==> src/rtl/display_buffer_writer.sv <==
`default_nettype none
// ============================================================================
// Module   : display_buffer_writer
// Brief    : Token-driven editor for the packed character buffer that the VGA
//            picture generator reads. Edits are committed on v-sync falling edge.
// Revision : 1.0  initial release
// ============================================================================
module display_buffer_writer #(
    parameter int MAX_INPUT = 60,
    parameter int CW        = $clog2(MAX_INPUT/4+1)
) (
    input  logic                 clk,
    input  logic                 rst,
    input  logic                 tok_valid,
    output logic                 tok_ready,
    input  logic [1:0]           tok_cmd,
    input  logic [3:0]           tok_code,
    input  logic                 vga_v_sync,
    output logic [MAX_INPUT-1:0] numbers,
    output logic [CW-1:0]        count,
    output logic                 full,
    output logic                 empty,
    output logic                 err,
    output logic                 pending
);

    localparam int         c_S      = MAX_INPUT / 4;
    localparam logic [0:0] c_IDLE   = 1'b0;
    localparam logic [0:0] c_APPLY  = 1'b1;
    localparam logic [1:0] c_APPEND = 2'b00;
    localparam logic [1:0] c_BKSP   = 2'b01;
    localparam logic [1:0] c_CLEAR  = 2'b10;
    localparam logic [3:0] c_BLANK  = 4'hF;

    logic [0:0]           r_state;
    logic [1:0]           r_cmd;
    logic [3:0]           r_code;
    logic [MAX_INPUT-1:0] r_work;
    logic [MAX_INPUT-1:0] r_numbers;
    logic [CW-1:0]        r_count;
    logic                 r_err;
    logic                 r_dirty;
    logic                 r_vs_q;

    logic [MAX_INPUT-1:0] w_work_nxt;
    logic [CW-1:0]        w_count_nxt;
    logic                 w_set_dirty;
    logic                 w_err_nxt;
    logic                 w_vs_fall;
    logic                 w_full;
    logic                 w_empty;

    assign w_full    = (r_count == CW'(c_S));
    assign w_empty   = (r_count == '0);
    assign w_vs_fall = r_vs_q & ~vga_v_sync;

    always_comb begin
        w_work_nxt  = r_work;
        w_count_nxt = r_count;
        w_set_dirty = 1'b0;
        w_err_nxt   = 1'b0;
        if (r_state == c_APPLY) begin
            case (r_cmd)
                c_APPEND: begin
                    if (!w_full && (r_code != c_BLANK)) begin
                        for (int i = 0; i < c_S; i++) begin
                            if (CW'(i) == r_count) begin
                                w_work_nxt[4*i +: 4] = r_code;
                            end
                        end
                        w_count_nxt = r_count + CW'(1);
                        w_set_dirty = 1'b1;
                    end else begin
                        w_err_nxt = 1'b1;
                    end
                end
                c_BKSP: begin
                    // Backspace on an empty buffer is silently ignored.
                    if (!w_empty) begin
                        for (int i = 0; i < c_S; i++) begin
                            if (CW'(i) == (r_count - CW'(1))) begin
                                w_work_nxt[4*i +: 4] = c_BLANK;
                            end
                        end
                        w_count_nxt = r_count - CW'(1);
                        w_set_dirty = 1'b1;
                    end
                end
                c_CLEAR: begin
                    w_work_nxt  = '1;
                    w_count_nxt = '0;
                    w_set_dirty = 1'b1;
                end
                default: begin
                    w_err_nxt = 1'b1;
                end
            endcase
        end
    end

    always_ff @(posedge clk or posedge rst) begin
        if (rst) begin
            r_state   <= c_IDLE;
            r_cmd     <= 2'b00;
            r_code    <= c_BLANK;
            r_work    <= '1;
            r_numbers <= '1;
            r_count   <= '0;
            r_err     <= 1'b0;
            r_dirty   <= 1'b0;
            r_vs_q    <= 1'b1;
        end else begin
            r_vs_q  <= vga_v_sync;
            r_work  <= w_work_nxt;
            r_count <= w_count_nxt;
            r_err   <= w_err_nxt;
            // Commit samples the pre-edit working copy; a same-edge edit stays dirty.
            if (w_vs_fall && r_dirty) begin
                r_numbers <= r_work;
            end
            if (w_set_dirty) begin
                r_dirty <= 1'b1;
            end else if (w_vs_fall && r_dirty) begin
                r_dirty <= 1'b0;
            end
            case (r_state)
                c_IDLE: begin
                    if (tok_valid) begin
                        r_cmd   <= tok_cmd;
                        r_code  <= tok_code;
                        r_state <= c_APPLY;
                    end
                end
                default: begin
                    r_state <= c_IDLE;
                end
            endcase
        end
    end

    assign tok_ready = (r_state == c_IDLE);
    assign numbers   = r_numbers;
    assign count     = r_count;
    assign full      = w_full;
    assign empty     = w_empty;
    assign err       = r_err;
    assign pending   = r_dirty;

endmodule
`default_nettype wire

==> config.mk <==
export PLATFORM = sky130hd
export DESIGN_NAME = display_buffer_writer
export DESIGN_NICKNAME = d
export VERILOG_FILES = /design/src/rtl/display_buffer_writer.sv
export SDC_FILE = /design/constraint.sdc
export NUM_CORES = 1
export LEC_CHECK = 0
export ABC_AREA = 0
export CAP_MARGIN = 40
export CORE_UTILIZATION = 55
export DETAILED_ROUTE_END_ITERATION = 16
export MAX_ROUTING_LAYER = met4
export PLACE_DENSITY = 0.82
export RECOVER_POWER = 25
export SYNTH_ARGS = -nofsm -noshare
export SYNTH_HDL_FRONTEND = slang
export SYNTH_SLANG_ARGS = --single-unit
export TNS_END_PERCENT = 5
==> constraint.sdc <==
create_clock -name clk -period 5.59 [get_ports clk]
set_input_delay 0.8385 -clock clk [delete_from_list [all_inputs] [get_ports clk]]
set_output_delay 0.8385 -clock clk [all_outputs]
set_load 0.1 [all_outputs]
# Word-level counts from Yosys, hierarchy flattened
# Index checks and enable logic that the tools add are counted.
# totals
register_bits	134
elab_cells	165
# classes
n_reduce_logical	26
add_sub_neg	2
eq_ne	64
n_bitwise	3
muxes	47
# ops
cell	count
$pmux W60 S3	1
$mux W4	32
$mux W60	2
$reduce_and A6 Y1	15
$ne A2 B2 Y1 const B	32
$eq A4 B4 Y1 const A	14
$eq A3 B4 Y1 const A	8
$eq A2 B4 Y1 const A	4
$pmux W4 S3	1
$mux W1	9
$eq A1 B4 Y1 const A	2
$logic_not A4 Y1	2
$add A4 B1 Y4 const B	1
$eq A4 B4 Y1 const B	1
$ne A4 B4 Y1 const B	1
$reduce_and A4 Y1	1
$sub A4 B1 Y4 const B	1
$pmux W1 S3	1
$reduce_bool A3 Y1	1
$eq A2 B1 Y1 const B	1
$eq A2 B2 Y1 const B	1
$logic_and A1 B1 Y1	2
$logic_not A2 Y1	1
$not A1 Y1	2
other kinds (6)	6

# Depth between registers and ports, before layout
# Gate-level depths: netlist of run 1.
# logic_depth
depth_word	7
ltp_mapped	8
ltp_nobuf	7

# Least setup slack after synthesis of run 1
# OpenSTA, ideal clock, no wires.
# synth_path
kind	reg2out
from	register r_count[0] (netlist: count[0])
to	output port empty
stages_incl_launch_ff	5
path_slack_ns	2.086
t_required_ns	4.752
arrival_ns	2.666
n_path_buf	0
path_cell_list	dfrtp_1 inv_1 ha_1 nand2b_1 nor2_1
# synth_between
elab_chain_len	1
# synth_lines
item	line_no	rtl
start: declaration	40	logic [CW-1:0] r_count;
start signal: assignment	115	r_count <= w_count_nxt;
$logic_not A4 Y1	54	assign w_empty = (r_count == '0);
end: declaration	22	output logic empty,
# No other way between the ends.

==> tab_implementation.tex, run 1 <==
\begin{tabular}{lr}
\hline
Metric & Value \\
\hline
\multicolumn{2}{l}{\textbf{Global route}} \\
Initial antenna violation count & 0 \\
Maximum number of pins on one net before global-route repair & 72 \\
Vias in the first global route & approximately 4200 \\
Aggregate global routing overflow & 0 \\
All-Layer GR Usage & 0.271 \\
First-pass GRT wire length & approximately 22000 um \\
\multicolumn{2}{l}{\textbf{Synth}} \\
Post-Synth Simple-Gate Area & 0.0630 \\
Post-synth design cell area & 0.00596 mm2 \\
Synth Area in Compound Gates & 0.0643 \\
Synthesis Warnings & 0 \\
Number of register bits inferred by synthesis & 134 \\
Post-Synthesis Cells & about 400 \\
Post-synthesis xor/xnor area fraction & 0 \\
Mux cell area share after synthesis & 0.236 \\
Post-Synth Adder-Cell Area & 0.0168 \\
Dominant combinational cell family by area after synthesis & multiplexers \\
Post-Synthesis Net Count & 430 \\
Area share of the largest cell type after synthesis & 0.551 \\
Most area-hungry cell type in the Yosys netlist & sky130\_fd\_sc\_hd\_\_dfstp\_2 \\
Register area share after synthesis & 0.589 \\
Distinct cells, synth & 56 \\
Average cell area after synthesis & $\sim$14 um2 \\
Largest cells by area after synthesis & sky130\_fd\_sc\_hd\_\_dfstp\_2, sky130\_fd\_sc\_hd\_\_mux2\_2, sky130\_fd\_sc\_hd\_\_dfrtp\_1 \\
\multicolumn{2}{l}{\textbf{Critical path}} \\
Crit path max-delay cell type & sky130\_fd\_sc\_hd\_\_clkinvlp\_2 \\
Cell chain of the critical path & dlygate4sd3\_1 -> clkinvlp\_2 -> clkbuf\_1 \\
Kind of critical path & in2async \\
Number of cell instances on the worst register-to-register path & 7 \\
Cell class contributing the biggest share of worst-path delay & buffers and inverters \\
Nature of the critical path endpoint & async pin \\
Worst setup slack for register-to-register paths & roughly 3 ns \\
Max FO, Critical Path & roughly 70 \\
End of the worst register-to-register path & r\_work[27]\$\_DFFE\_PP1P\_ \\
Required time at the worst-slack endpoint & $\sim$6 ns \\
Startpoint Class & primary input \\
Data arrival at the endpoint of the critical path & 4.07 ns \\
Max stage delay on crit path & approximately 1.6 ns \\
Reg-to-reg startpoint & count[0]\$\_DFFE\_PP0P\_ \\
Sum of buffers and inverters on the critical path & 3 \\
\multicolumn{2}{l}{\textbf{Route}} \\
Antenna Violating Nets Remaining & 0 \\
Number of vias per cell after detailed routing & approximately 5.6 \\
Vias & around 4000 \\
DRC violations left & 0 \\
Routed wire length & $\sim$14000 um \\
Drt wl/cell & between 15 and 20 um \\
Iteration count of the initial detailed-routing pass & 4 \\
Detailed router's first-iteration violation count & $\sim$170 \\
\multicolumn{2}{l}{\textbf{Timing}} \\
Final period utilization & 0.652 \\
Slew at the pin closest to its max-slew limit & between 2 and 3 ns \\
Pins over their slew limit & 72 \\
Final Hold Viols & 0 \\
Worst slew margin relative to its limit & -0.893 \\
Sum of negative setup slack & 0 ns \\
Setup repair after global routing missed its margin & false \\
Number of setup violations in the final report & 0 \\
Final worst path period need & roughly 3.6 ns \\
Peak clock frequency supported by timing & about 0.27 GHz \\
Worst setup skew after layout & between 0.015 and 0.02 ns \\
\multicolumn{2}{l}{\textbf{Floorplan}} \\
Chip width & roughly 110 um \\
Core region area & roughly 0.010 mm2 \\
Total I/O pin count & 79 \\
Number of rows created at floorplan & 37 \\
Die Outline Area & roughly 0.011 mm2 \\
Vertical die dimension & between 100 and 150 um \\
Initial standard-cell utilization of the core & 0.572 \\
\multicolumn{2}{l}{\textbf{Placement}} \\
Final weighted congestion in routability-driven placement & 0.904 \\
Quantity of I/O buffers inserted on ports & just under 80 \\
HPWL after DPL & roughly 9200 um \\
\multicolumn{2}{l}{\textbf{CTS}} \\
Clock slew at reported path FFs & around 0.06 ns \\
CTS tree & yes \\
Sink count of the clock tree & roughly 130 \\
Cts hold-fix bufs & 0 \\
Post-CTS sizing & 0 \\
Number of buffers added by the clock tree synthesis step & 17 \\
Htree depth & 4 \\
Count of buffers added by post-CTS timing repair for setup & 0 \\
Clock Path Buffers & 2 \\
Clock insertion delay at the later pin of the skew report & $\sim$0.52 ns \\
Root buffer cell & sky130\_fd\_sc\_hd\_\_clkbuf\_8 \\
\multicolumn{2}{l}{\textbf{Final layout}} \\
Commonest non-fill, non-tap cells in the layout & sky130\_fd\_sc\_hd\_\_dfstp\_2, sky130\_fd\_sc\_hd\_\_mux2\_2, sky130\_fd\_sc\_hd\_\_clkdlybuf4s50\_1, sky130\_fd\_sc\_hd\_\_buf\_8, sky130\_fd\_sc\_hd\_\_clkbuf\_16 \\
Layout Nets & roughly 580 \\
Fraction of final layout cells sized beyond drive strength 1 & 0.664 \\
Most common library cell in the layout ignoring fill and taps & sky130\_fd\_sc\_hd\_\_dfstp\_2 \\
Diode insertion count for antenna repair & 0 \\
Area added between synthesis and finish & 41.6\% \\
\multicolumn{2}{l}{\textbf{Worst hold path}} \\
Origin of the worst min-delay path & pending\$\_DFFE\_PP0P\_ \\
Class of the tightest hold or removal check & reg2reg \\
Worst Hold Depth & 2 \\
Capture endpoint of the worst hold path & pending\$\_DFFE\_PP0P\_ \\
\multicolumn{2}{l}{\textbf{Job}} \\
Max\_cap viols & 1 \\
\multicolumn{2}{l}{\textbf{Run status}} \\
Violated checks & max-capacitance violations, max-slew violations \\
Outcome & complete, but fails checks \\
\hline
\end{tabular}
==> logic make-up after synthesis <==
group | count (synthesis)
AND/OR/NAND/NOR | 61
flip-flops | 134
adder cells (fa/ha/maj) | 8
multiplexers | 125
AO/OA/AOI/OAI | 52
buffers and inverters | 32
==> final cells by class <==
cell class | instances | area [um2]
Clock buffer | 18 | 418
Tap cell | 136 | 170
Fill cell | 540 | 1980
Timing Repair Buffer | 150 | 1860
Clock inverter | 14 | 175
Inverter | 9 | 35.0
Sequential cell | 134 | 3510
Multi-Input combinational cell | 246 | 2260
==> metrics by stage <==
stage | cells | worst slack (ns) | instance area, um2 | hold slack (ns) | utilization
after global routing | 707 | 1.30 | 8430 | 0.573 | 0.809
after floorplan | 412 | 1.38 | 5960 | 0.580 | -
final | 707 | 1.94 | 8430 | 0.576 | 0.809
after detailed placement | 675 | 2.69 | 7850 | 0.531 | 0.753
after global placement | 606 | 2.51 | 6780 | 0.533 | 0.651
after CTS | 707 | 2.30 | 8440 | 0.565 | 0.810
==> cells in the mapped netlist, drive strengths merged <==
master	count
a211oi	4
a21o	1
a21oi	11
a221oi	1
a31o	1
a31oi	3
and2b	1
and3	6
and3b	1
and4	1
buf	9
clkbuf	14
dfrtp	9
dfstp	125
ha	8
inv	9
mux2	124
mux2i	1
nand2	13
nand2b	5
nand3	5
nand3b	1
nand4	1
nand4b	1
nor2	12
nor2b	3
nor3	5
o211ai	1
o21a	3
o21ai	16
o21bai	1
o22ai	1
o31a	3
o31ai	6
or2	6
==> registers in the layout, indices dropped and copies added (netlist names) <==
| register | flops |
|---|---|
| err | 1 |
| r_work | 60 |
| pending | 1 |
| r_cmd | 2 |
| r_vs_q | 1 |
| count | 4 |
| r_state | 1 |
| numbers | 60 |
| r_code | 4 |
==> per-layer routing <==
layer,track usage,vias up,share of wire
met3,0.0564,20,0.040
met4,0.0863,0,0.014
li1,-,1759,-
met2,0.474,126,0.53
met1,0.314,2054,0.41
met5,-,-,0
==> worst max-delay path by stage <==
| stage | from | end | slack (ns) | cells after the start |
|---|---|---|---|---|
| final | rst | count[3]$_DFFE_PP0P_ | 1.94 | 3 |
| after global placement | count[0]$_DFFE_PP0P_ | empty | 2.51 | 5 |
| after detailed placement | vga_v_sync | numbers[39]$_DFFE_PP1P_ | 2.69 | 4 |
| after global routing | rst | count[3]$_DFFE_PP0P_ | 1.30 | 3 |
| after floorplan | rst | count[0]$_DFFE_PP0P_ | 1.38 | 1 |
| after CTS | count[0]$_DFFE_PP0P_ | empty | 2.30 | 6 |
==> worst reg2reg max path, delay by kind of cell (launching register included) <==
family	cells	cell delay (ns)
mux	1	0.39
buf+inv	1	0.13
fa+ha+maj	1	0.34
compound gates	2	0.43
flops	1	0.45
simple gates	2	0.70
Power of run 1 is left out: the tool's default activity adds up to more than one toggle a clock period on the data nets, which glitch-free logic cannot reach.
==> inputs of run 2 (changes only) <==
--- a/config.mk
+++ b/config.mk
@@ -7,10 +7,10 @@
 export LEC_CHECK = 0
 export ABC_AREA = 0
 export CAP_MARGIN = 40
-export CORE_UTILIZATION = 55
+export CORE_UTILIZATION = 50
 export DETAILED_ROUTE_END_ITERATION = 16
 export MAX_ROUTING_LAYER = met4
-export PLACE_DENSITY = 0.82
+export PLACE_DENSITY = 0.78
 export RECOVER_POWER = 25
 export SYNTH_ARGS = -nofsm -noshare
 export SYNTH_HDL_FRONTEND = slang
==> constraint.sdc (replaced) <==
create_clock -name clk -period 3.3 [get_ports clk]
set_input_delay 0.495 -clock clk [delete_from_list [all_inputs] [get_ports clk]]
set_output_delay 0.495 -clock clk [all_outputs]
set_load 0.1 [all_outputs]
==> tab_implementation.tex, run 2 (synthesized netlist as in run 1, its figures left out) <==
\begin{tabular}{lr}
\hline
Metric & Value \\
\hline
\multicolumn{2}{l}{\textbf{Global route}} \\
First-pass GRT wire length & 19500 um (-12\%) \\
Aggregate global routing overflow & 0 (unchanged) \\
Maximum number of pins on one net before global-route repair & 135 (+88\%) \\
Vias in the first global route & 3696 (-13\%) \\
Initial antenna violation count & 0 (unchanged) \\
All-Layer GR Usage & 0.213 (-0.0587) \\
\multicolumn{2}{l}{\textbf{CTS}} \\
Sink count of the clock tree & 134 (unchanged) \\
Number of buffers added by the clock tree synthesis step & 17 (unchanged) \\
Clock insertion delay at the later pin of the skew report & 0.42 ns (-0.10 ns) \\
CTS tree & yes \\
Count of buffers added by post-CTS timing repair for setup & 0 (unchanged) \\
Post-CTS sizing & 0 (unchanged) \\
Cts hold-fix bufs & 0 (unchanged) \\
Clock Path Buffers & 2 (unchanged) \\
Clock slew at reported path FFs & 0.06 ns (about the same) \\
Htree depth & 4 (unchanged) \\
Root buffer cell & sky130\_fd\_sc\_hd\_\_clkbuf\_16 \\
\multicolumn{2}{l}{\textbf{Final layout}} \\
Area of all sequential standard cells & 0.00351 mm2 (unchanged) \\
Layout Nets & 508 (-12\%) \\
Area of combinational cells with multiple inputs & 0.00226 mm2 (about the same) \\
Filler Cell Count & 848 (+57\%) \\
Diode insertion count for antenna repair & 0 (unchanged) \\
Area added between synthesis and finish & 22.6\% \\
Fraction of final layout cells sized beyond drive strength 1 & 0.757 (+0.0937) \\
Commonest non-fill, non-tap cells in the layout & sky130\_fd\_sc\_hd\_\_dfstp\_2, sky130\_fd\_sc\_hd\_\_mux2\_2, sky130\_fd\_sc\_hd\_\_buf\_4, sky130\_fd\_sc\_hd\_\_clkbuf\_16, sky130\_fd\_sc\_hd\_\_nand2\_1 \\
Most common library cell in the layout ignoring fill and taps & sky130\_fd\_sc\_hd\_\_dfstp\_2 \\
\multicolumn{2}{l}{\textbf{Timing}} \\
Final period utilization & 0.770 \\
Final Hold Viols & 0 (unchanged) \\
Setup WS post-layout & 0.760 ns (-1.18 ns) \\
Number of setup violations in the final report & 0 (unchanged) \\
Worst slew margin relative to its limit & -0.131 (+0.763) \\
Worst setup skew after layout & 0.0103 ns (-0.00833 ns) \\
Final worst path period need & 2.54 ns \\
Sum of negative setup slack & 0 ns (unchanged) \\
Slew at the pin closest to its max-slew limit & 1.70 ns (-1.13 ns) \\
Setup repair after global routing missed its margin & false \\
Peak clock frequency supported by timing & between 0.3 and 0.4 GHz \\
Pins over their slew limit & 135 (+88\%) \\
\multicolumn{2}{l}{\textbf{Critical path}} \\
Max FO, Critical Path & 9 (-87\%) \\
Startpoint Class & register \\
Number of cell instances on the worst register-to-register path & 7 (unchanged) \\
End of the worst register-to-register path & r\_work[27]\$\_DFFE\_PP1P\_ \\
Required time at the worst-slack endpoint & 3.64 ns (-2.37 ns) \\
Critical path launch point & count[0]\$\_DFFE\_PP0P\_ \\
Kind of critical path & reg2reg \\
Nature of the critical path endpoint & register \\
Reg-to-reg startpoint & count[0]\$\_DFFE\_PP0P\_ \\
Data arrival at the endpoint of the critical path & 2.88 ns (-1.19 ns) \\
Worst Setup EP & r\_work[27]\$\_DFFE\_PP1P\_ \\
Worst setup slack for register-to-register paths & 0.76 ns (-2.30 ns) \\
\multicolumn{2}{l}{\textbf{Placement}} \\
HPWL after DPL & 7750 um (-16\%) \\
Quantity of I/O buffers inserted on ports & 78 (unchanged) \\
Worst slack at placement & 0.804 ns (-1.88 ns) \\
Final weighted congestion in routability-driven placement & 0.910 (+0.62\%) \\
\multicolumn{2}{l}{\textbf{Floorplan}} \\
Initial standard-cell utilization of the core & 0.517 (-0.0546) \\
Chip width & 111 um (+4.8\%) \\
Vertical die dimension & 111 um (+4.8\%) \\
Core region area & 0.0115 mm2 (+11\%) \\
Die Outline Area & 0.0124 mm2 (+9.8\%) \\
Number of rows created at floorplan & 39 (+5.4\%) \\
Total I/O pin count & 79 (unchanged) \\
\multicolumn{2}{l}{\textbf{Route}} \\
Detailed router's first-iteration violation count & 195 (+18\%) \\
Routed wire length & 12000 um (-14\%) \\
Drt wl/cell & 18.5 um (-5.8\%) \\
Vias & 3587 (-9.4\%) \\
Antenna Violating Nets Remaining & 0 (unchanged) \\
Iteration count of the initial detailed-routing pass & 10 (+6) \\
DRC violations left & 14 (+14) \\
Number of vias per cell after detailed routing & 5.55 (-0.84\%) \\
\multicolumn{2}{l}{\textbf{Job}} \\
Max\_cap viols & 1 (unchanged) \\
\multicolumn{2}{l}{\textbf{Run status}} \\
Outcome & complete, but fails checks \\
Violated checks & design-rule violations, max-capacitance violations, max-slew violations \\
\multicolumn{2}{l}{\textbf{Worst hold path}} \\
Class of the tightest hold or removal check & reg2reg \\
\hline
\end{tabular}
## run 2: per-stage QoR
stage	cells	area (um2)	util	hold WS (ns)
2_1_floorplan	412	5960	-	0.499
3_3_place_gp	612	6640	0.577	0.534
3_5_place_dp	614	6670	0.580	0.574
4_1_cts	646	7320	0.635	0.501
5_1_grt	646	7300	0.634	0.622
6_report	646	7300	0.634	0.603
## run 2: final cells by class
| cell class | instances | area share |
|---|---|---|
| flip-flops and latches | 134 | 0.481 |
| multi-input cells | 246 | 0.310 |
| repair buffers | 82 | 0.0918 |
| clock buffers | 20 | 0.0639 |
| well taps | 143 | 0.0245 |
| clock inverters | 12 | 0.0240 |
| inverters | 9 | 0.00514 |
## run 2: worst min-delay path by stage
| stage | start | endpoint | slack [ns] | depth (start not counted) |
|---|---|---|---|---|
| floorplan | vga_v_sync | r_vs_q$_DFF_PP1_ | 0.50 | 0 |
| global placement | pending$_DFFE_PP0P_ | pending$_DFFE_PP0P_ | 0.53 | 2 |
| detailed placement | pending$_DFFE_PP0P_ | pending$_DFFE_PP0P_ | 0.57 | 2 |
| CTS | vga_v_sync | r_vs_q$_DFF_PP1_ | 0.50 | 1 |
| global route | r_work[43]$_DFFE_PP1P_ | numbers[43]$_DFFE_PP1P_ | 0.62 | 1 |
| finish | pending$_DFFE_PP0P_ | pending$_DFFE_PP0P_ | 0.60 | 2 |
## run 2: worst max-delay path, cell delays in order, from the launching register on
cell                      delay, ns
sky130_fd_sc_hd__dfrtp_1       0.45
sky130_fd_sc_hd__inv_1         0.14
sky130_fd_sc_hd__ha_1          0.36
sky130_fd_sc_hd__nor2b_4       0.30
sky130_fd_sc_hd__a21oi_2       0.09
sky130_fd_sc_hd__o21ai_0       0.38
sky130_fd_sc_hd__and3_1        0.36
sky130_fd_sc_hd__mux2_2        0.37
## run 2: layer usage
metal | global-route usage | vias up | share of wire | wire length, um
met2 | 0.329 | 111 | 0.50 | 5940
li1 | - | 1626 | - | -
met3 | 0.0514 | 15 | 0.042 | 507
met4 | 0.0901 | 0 | 0.011 | 128
met1 | 0.269 | 1835 | 0.45 | 5390
met5 | - | - | 0 | 0
Power of run 2 is left out for the same reason.
